`src/rtl/mv_pattern_defs_pkg.sv`:
```
// Shared definitions for the test-pattern controller and the pattern mux:
// mode index width, default number of patterns, FSM state encodings and
// the wrap-around mode step helper.
package mv_pattern_defs;

    localparam int MODE_W        = 4;
    localparam int NUM_MODES_DEF = 7;

    localparam logic ST_IDLE    = 1'b0;
    localparam logic ST_PENDING = 1'b1;

    // One step up or down within 0..last, wrapping at both ends.
    function automatic logic [MODE_W-1:0] mode_step(
        input logic [MODE_W-1:0] cur,
        input logic              up,
        input logic [MODE_W-1:0] last
    );
        logic [MODE_W-1:0] nxt;
        if (up) begin
            nxt = (cur >= last) ? '0 : cur + 4'd1;
        end else begin
            nxt = (cur == '0) ? last : cur - 4'd1;
        end
        return nxt;
    endfunction

endpackage

```
`src/rtl/mv_pattern_ctrl_key_debounce.sv`:
```
// mv_key_debounce: 2-flop synchronizer, stable-level debounce and a
// one-cycle press pulse for an active-low pushbutton. The accepted level
// starts at released (1); a new level is taken once DEBOUNCE_CYCLES
// consecutive synchronized samples disagree with the accepted level.
module mv_key_debounce #(
    parameter logic [19:0] DEBOUNCE_CYCLES = 20'd500000
) (
    input  logic clk,
    input  logic rst,
    input  logic key_n_i,
    output logic press_o
);

    logic        sync1_q, sync2_q;
    logic        level_q, level_d;
    logic [19:0] cnt_q, cnt_d;
    logic        press_q, press_d;

    // Down-counter reloads while the sample matches; terminal count accepts.
    always_comb begin
        level_d = level_q;
        cnt_d   = cnt_q;
        press_d = 1'b0;
        if (sync2_q == level_q) begin
            cnt_d = DEBOUNCE_CYCLES;
        end else if (cnt_q <= 20'd1) begin
            level_d = sync2_q;
            cnt_d   = DEBOUNCE_CYCLES;
            press_d = ~sync2_q;
        end else begin
            cnt_d = cnt_q - 20'd1;
        end
    end

    // Synchronizer and debounce state registers.
    always_ff @(posedge clk) begin
        if (rst) begin
            sync1_q <= 1'b1;
            sync2_q <= 1'b1;
            level_q <= 1'b1;
            cnt_q   <= DEBOUNCE_CYCLES;
            press_q <= 1'b0;
        end else begin
            sync1_q <= key_n_i;
            sync2_q <= sync1_q;
            level_q <= level_d;
            cnt_q   <= cnt_d;
            press_q <= press_d;
        end
    end

    assign press_o = press_q;

endmodule

```
`src/rtl/mv_pattern_ctrl.sv`:
```
// mv_pattern_ctrl: turns next/prev pushbuttons into a pattern mode index,
// committing each step only at an active vsync edge so no frame mixes
// patterns. Optional auto-cycle stepping is compiled in with the macro
// MV_PATTERN_AUTO_CYCLE_EN; without it auto_en is ignored.
//
//  state      | meaning
//  -----------+--------------------------------------------------------
//  ST_IDLE    | no request; key (or auto) events are accepted
//  ST_PENDING | target holds the next mode; commits on the next frame edge
module mv_pattern_ctrl
    import mv_pattern_defs::*;
#(
    parameter int          NUM_MODES       = NUM_MODES_DEF,
    parameter logic [3:0]  INIT_MODE       = 4'd0,
    parameter logic [19:0] DEBOUNCE_CYCLES = 20'd500000,
    parameter logic [15:0] AUTO_FRAMES     = 16'd300
) (
    input  logic       clk,
    input  logic       rst,
    input  logic       key_next_n,
    input  logic       key_prev_n,
    input  logic       auto_en,
    input  logic       positive_vsync,
    input  logic       vs_in,
    output logic [3:0] mode,
    output logic       mode_update,
    output logic       pending
);

    localparam logic [MODE_W-1:0] LAST_MODE = MODE_W'(NUM_MODES - 1);

    logic              press_next, press_prev;
    logic              ev_next_key, ev_prev_key, ev_next;
    logic              vs_act, vs_act_d1_q, fe;
    logic              state_q, state_d;
    logic [MODE_W-1:0] mode_q, mode_d;
    logic [MODE_W-1:0] target_q, target_d;
    logic              update_q, update_d;

    mv_key_debounce #(.DEBOUNCE_CYCLES(DEBOUNCE_CYCLES)) u_deb_next (
        .clk     (clk),
        .rst     (rst),
        .key_n_i (key_next_n),
        .press_o (press_next)
    );

    mv_key_debounce #(.DEBOUNCE_CYCLES(DEBOUNCE_CYCLES)) u_deb_prev (
        .clk     (clk),
        .rst     (rst),
        .key_n_i (key_prev_n),
        .press_o (press_prev)
    );

    // Simultaneous next+prev cancel each other.
    assign ev_next_key = press_next & ~press_prev;
    assign ev_prev_key = press_prev & ~press_next;

    assign vs_act = positive_vsync ? vs_in : ~vs_in;
    assign fe     = vs_act & ~vs_act_d1_q;

`ifdef MV_PATTERN_AUTO_CYCLE_EN
    logic [15:0] frame_q, frame_d;
    logic        key_any;
    logic        auto_req;

    assign key_any = press_next | press_prev;

    // Frame counter: counts idle frame edges, requests a step when it reaches AUTO_FRAMES-1.
    always_comb begin
        frame_d  = frame_q;
        auto_req = 1'b0;
        if (!auto_en || key_any) begin
            frame_d = '0;
        end else if (fe && (state_q == ST_IDLE)) begin
            if ((frame_q + 16'd1) >= (AUTO_FRAMES - 16'd1)) begin
                frame_d  = '0;
                auto_req = 1'b1;
            end else begin
                frame_d = frame_q + 16'd1;
            end
        end
    end

    // Frame counter register.
    always_ff @(posedge clk) begin
        if (rst) begin
            frame_q <= '0;
        end else begin
            frame_q <= frame_d;
        end
    end

    // A key event in the same cycle wins over the auto request.
    assign ev_next = ev_next_key | (auto_req & ~key_any);
`else
    logic                  unused_auto_en;
    localparam logic [15:0] UNUSED_AUTO_FRAMES = AUTO_FRAMES;

    assign unused_auto_en = auto_en ^ UNUSED_AUTO_FRAMES[0];
    assign ev_next        = ev_next_key;
`endif

    // Request/commit FSM: one step latched per frame, applied at the frame edge.
    always_comb begin
        state_d  = state_q;
        mode_d   = mode_q;
        target_d = target_q;
        update_d = 1'b0;
        if (state_q == ST_IDLE) begin
            if (ev_next) begin
                target_d = mode_step(mode_q, 1'b1, LAST_MODE);
                state_d  = ST_PENDING;
            end else if (ev_prev_key) begin
                target_d = mode_step(mode_q, 1'b0, LAST_MODE);
                state_d  = ST_PENDING;
            end
        end else begin
            if (fe) begin
                mode_d   = target_q;
                update_d = 1'b1;
                state_d  = ST_IDLE;
            end
        end
    end

    // FSM, mode and frame-edge history registers.
    always_ff @(posedge clk) begin
        if (rst) begin
            state_q     <= ST_IDLE;
            mode_q      <= INIT_MODE;
            target_q    <= INIT_MODE;
            update_q    <= 1'b0;
            vs_act_d1_q <= 1'b1;
        end else begin
            state_q     <= state_d;
            mode_q      <= mode_d;
            target_q    <= target_d;
            update_q    <= update_d;
            vs_act_d1_q <= vs_act;
        end
    end

    assign mode        = mode_q;
    assign mode_update = update_q;
    assign pending     = (state_q == ST_PENDING);

endmodule

```
`config.mk`:
```
export PLATFORM = sky130hd
export DESIGN_NAME = mv_pattern_ctrl
export DESIGN_NICKNAME = d
export VERILOG_FILES = /design/src/rtl/mv_pattern_defs_pkg.sv /design/src/rtl/mv_pattern_ctrl_key_debounce.sv /design/src/rtl/mv_pattern_ctrl.sv
export SDC_FILE = /design/constraint.sdc
export NUM_CORES = 1
export LEC_CHECK = 0
export CORE_AREA = 5 5 92 94
export CTS_CLUSTER_SIZE = 30
export DETAILED_ROUTE_END_ITERATION = 10
export DIE_AREA = 0 0 97 99
export PLACE_DENSITY = 0.61
export RECOVER_POWER = 25
export SLEW_MARGIN = 10
export SYNTH_ARGS = -nofsm -noshare
export SYNTH_HDL_FRONTEND = slang
export SYNTH_SLANG_ARGS = --single-unit
```
`constraint.sdc`:
```
create_clock -name clk -period 2.1 [get_ports clk]
set_input_delay 0.42 -clock clk [delete_from_list [all_inputs] [get_ports clk]]
set_output_delay 0.42 -clock clk [all_outputs]
set_load 0.005 [all_outputs]
```
Word level (Yosys, flattened, before mapping) --
Index checks and enable logic that the tools add are counted.
Storage, ports and cells: register bits after elaboration 59, bits of input ports 7, output and inout port bits 6, logic and storage cells 59
Cells by class: $add $sub $neg 4, order comparisons 3, equality and inequality tests 2, muxes and demuxes 10, bitwise logic cells 14, reduce and logical (&&, ||, !) cells 11
Operators with widths (number):
- 20-bit by 1-bit less-or-equal comparator with 1-bit output (second input constant) | 2
- 20-bit by 1-bit subtractor with 20-bit output (second input constant) | 2
- 4-bit two-way mux | 4
- 3-bit OR reduction | 4
- 1-bit inverter | 11
- 2-bit AND reduction | 4
- 1-bit two-way mux | 6
- 4-bit by 1-bit adder with 4-bit output (second input constant) | 1
- 4-bit by 3-bit >= comparator with 1-bit output (second input constant) | 1
- 4-bit logical NOT | 1
- 4-bit by 1-bit subtractor with 4-bit output (second input constant) | 1
- 1-bit bitwise AND | 3
- 1-bit == test | 2
- 2-bit nonzero test | 1
- 2-bit OR reduction | 1

Logic depth before layout (Yosys ltp) --
depth after elaboration 5, gate-level depth with buffers 8, depth with buffers taken out 6

Cells and area by module --
From an unflattened synthesis, not the netlist that was laid out.
Second synthesis, totals: cells, all modules 272, area, all modules 2585.0 um^2
Modules (own cells, without submodules):
- mv_key_debounce | instances 2, cells each 109, area each 1026.0 um^2, sequential area each 480.5 um^2
- mv_pattern_ctrl | instances 1, cells each 54, area each 533.0 um^2, sequential area each 220.2 um^2

Least setup slack after synthesis --
Ideal clock, no wire load.
kind register -> register, start point register u_deb_prev.cnt_q[0], end point register u_deb_prev.cnt_q[16], setup time 67 ps, arrival time 2284 ps, required time 2033 ps, setup slack -251 ps, stages on the path, launching flop included 8, buffers on the path 1, clock period less this slack 2351 ps, cell sequence dfxtp_1 -> inv_1 -> ha_1 -> or3b_2 -> clkbuf_1 -> or4_2 -> or4_1 -> nand3_1
Between the ends: longest elaborated chain between the ends 2, elaborated cells between the ends (all ways) 3, those cells by class add/sub (1); order compare (1); reduce/logical (1)
Ends and longest elaborated chain:
- start, declared | line mv_pattern_ctrl_key_debounce.sv:16 | logic [19:0] cnt_q, cnt_d;
- start signal, assigned | line mv_pattern_ctrl_key_debounce.sv:47 | cnt_q <= cnt_d;
- 20-bit by 1-bit less-or-equal comparator with 1-bit output | line mv_pattern_ctrl_key_debounce.sv:26 | end else if (cnt_q <= 20'd1) begin
- 3-bit OR reduction (no source line)
Parallel ways exist; a longest one is shown, timed or not. A chain may end at the register's enable or synchronous reset.

Worst setup path after layout --
start point register u_deb_prev.cnt_q[10], end point register u_deb_prev.cnt_q[19]
Same word-level chain as after synthesis.

==> metrics.txt <==
Worst Path Arrival=2.36 ns; WP data required=2.38 ns; max cap viols=0; peak supply drop=0.000291 V; final setup fails=0; pwr dens=731 nW/um^2; RSZ-0062 raised after global routing=yes; Synth Area in XOR/XNOR=9.14%; multi-input logic area=1400 um^2; Clock Path Buffers=2; Clk pwr share=48.4%; fraction of layout cells with a size suffix above 1=22.8%; CTS sink count=59; Post-CTS Hold Buffers=0; number of remaining DRC errors=0; initial drt markers=75; Clock Skew=0.00884 ns; DRT antenna net count=0; Max Slew Vio Count=0; internal power=1.85 mW; highest-delay cell along the critical path=or4_4; synth unique cells=42; DRT Wirelength=4.84 mm; status=finished clean; CP Capture Type=flip-flop; nets@finish=335; largest net degree at the start of global routing=18; worst rel slew slack=54.5%; Post-Syn Area=2590 um^2; sequential share of power=47.5%; CTS tree=built; Post-Route Utilization=43.3%; routed vias/inst=4.77; FF+latch count, synth=59; simple-gate share of the synthesized area=27.3%; fill count=735; main combinational cell family by area after synthesis=simple AND/OR/NAND/NOR gates; starting density of the core=34.2%; most common flop cell mapped by yosys=dfxtp_1; f_max=0.480 GHz; Worst Tran Pin Value=0.682 ns; first-pass GRT wire length=8.92 mm; CP dominant cell by count=or4_4; sw frac=22.6%; die height=99 um; grt ovf=0; die width=97 um; sequential share of the synthesized area=45.7%; Worst-path clk slew=0.08 ns; worst-path cell chain=or4_4 -> or4_4 -> or4b_1 -> a21oi_1; leak pwr=1.15 nW; CP Max Fanout=2; number of H-tree levels=3; WL per Instance=11.3 um; Fin. Hold Viols=0; core area=7570 um^2; die area=9600 um^2; critical path class=reg -> reg; Final Worst Setup Slack=0.0150 ns; GR Util All Layers=11.3%; initial antenna violation count=0; post-synthesis mux area share=2.71%; number of antenna cells inserted=0; Num CTS Buffers=9; CP delay by family, top=simple AND/OR/NAND/NOR gates; WHS Path Cells=1; Clock Latency Late Sink=0.34 ns; Logic pwr share=4.1%; fraction of the mapped netlist area in adder cells=3.87%; WP buf/inv=0; Syn Nets=296; via count=2036; NetSw=0.541 mW; DPL Wire Length=3.32 mm; IO Pins=13; GPL Wtd Cong=0.737; syn_area_per_cell=9.20 um^2; share of the synthesized area in the top cell type=45.7%; ranking of synthesized cells by area=dfxtp_1 46%, nor2_1 6.0%, xnor2_1 5.8%; Cells after Synth=281; growth of design area from synthesis to finish=26.8%; row count=32; most area-hungry cell type in the Yosys netlist=dfxtp_1; crit path launch type=flip-flop; worst slack, placed=-0.0478 ns; CP peak stage delay=0.54 ns; Pre-antenna DRT Iters=4; Post-synth EDFFs=0; port bufs=11; clk root buf=clkbuf_8; hold crit path type=reg -> reg; R2R cell count=4; asr flop ratio synth=0%; total of warnings raised by yosys=0; DP Area=2990 um^2; Crit. path cell count=4; complex-gate fraction of the synthesized area=8.76%; post-route clock period utilization=99.3%; post-layout min period=2.09 ns; register area=1190 um^2; number of global-route vias before repair=1990; fin area=3280 um^2
-- cells by family after synthesis --
group	after synthesis
AOI/OAI and AO/OA	32
and+or+nand+nor	131
muxes	7
DFF	59
buffers and inverters	17
xor gates and xnor gates	27
adders and majority gates	8
-- per-stage QoR --
stage / hold WS [ns] / std cells / TNS, ns / power (mW)
5_1_grt: 0.432 / 427 / -0.0503 / 2.50
3_5_place_dp: 0.399 / 411 / -0.111 / 1.26
2_1_floorplan: 0.389 / 281 / -0.271 / 1.22
4_1_cts: 0.418 / 427 / 0 / 2.43
6_report: 0.417 / 427 / 0 / 2.40
3_3_place_gp: 0.399 / 411 / -0.00154 / 1.26
-- synthesized netlist by cell type, types with 2 or more instances --
| master | count |
|---|---|
| o21ai_0 | 3 |
| or3_1 | 6 |
| mux2i_1 | 7 |
| ha_1 | 8 |
| nand4b_1 | 2 |
| nand2_1 | 12 |
| xor2_1 | 10 |
| or3_2 | 2 |
| o21ba_2 | 2 |
| clkbuf_1 | 8 |
| and2_1 | 2 |
| nand4_1 | 2 |
| a21oi_1 | 7 |
| o31ai_1 | 10 |
| or2_2 | 8 |
| or4_1 | 15 |
| nor3b_1 | 3 |
| inv_1 | 7 |
| nor4_1 | 6 |
| nor2b_1 | 2 |
| xnor2_1 | 17 |
| and4_1 | 2 |
| nor2_1 | 41 |
| nor3_1 | 6 |
| nand3_1 | 16 |
| nand2b_1 | 2 |
| o41ai_1 | 2 |
| dfxtp_1 | 59 |
-- power by group through the flow --
stage / combinational, mW / clock (mW) / sequential, mW
2_1_floorplan: 0.0618 / 0 / 1.16
3_3_place_gp: 0.0949 / 0 / 1.16
3_5_place_dp: 0.0958 / 0 / 1.16
5_1_grt: 0.113 / 1.25 / 1.14
4_1_cts: 0.0980 / 1.20 / 1.14
6_report: 0.0981 / 1.16 / 1.14
-- flip-flops by register name, summed over array words and instances (netlist names), 4 cells and up --
name and count:
mode 4, target_q 4, u_deb_prev.cnt_q 20, u_deb_next.cnt_q 20
-- worst reg2reg max path: stages, from the launching register on --
cell	delay, ns
dfxtp_2	0.32
or4_4	0.53
or4_4	0.54
or4b_1	0.50
a21oi_1	0.13
-- worst paths after layout --
path,endpoint,from,slack (ns)
setup / recovery,u_deb_prev.cnt_q[19],u_deb_prev.cnt_q[10],0.01
hold / removal,u_deb_next.sync2_q,u_deb_next.sync1_q,0.42
setup reg to reg,u_deb_prev.cnt_q[19],u_deb_prev.cnt_q[10],0.01
hold reg to reg,u_deb_next.sync2_q,u_deb_next.sync1_q,0.42
-- layout by cell type, fill, tap and decap left out, drive strengths merged, types with 6 or more instances in the layout --
cell type      count
nand3             16
clkbuf            10
nor2              41
dfxtp             59
o31ai             10
clkdlybuf4s50      9
nor3               6
a21oi              7
mux2i              7
buf               26
inv                8
or2                8
xnor2             17
or3                8
ha                 8
or4               16
xor2              10
nand2             12
nor4               6
-- cell type report --
class	instances	area share, %
Inverter	7	0.802
Multi-Input combinational cell	205	42.6
Timing Repair Buffer	38	9.54
Clock inverter	7	3.09
Sequential cell	59	36.3
Tap cell	102	3.89
Clock buffer	9	3.78
-- routing by layer --
metal	part of all wire, %	vias up	GRT usage (%)
met4	2.3	0	6.80
li1	-	1083	-
met1	53	918	15.0
met5	0	-	0
met2	42	25	16.5
met3	3.6	10	2.90
-- what timing repair did --
action                                  4_1_cts  5_1_grt
setup buffers                                 0        0
pin swaps                                     2        5
endpoints found under the setup margin        5       16
resized for setup                             5       18
Power figures use the tool's default switching activity.
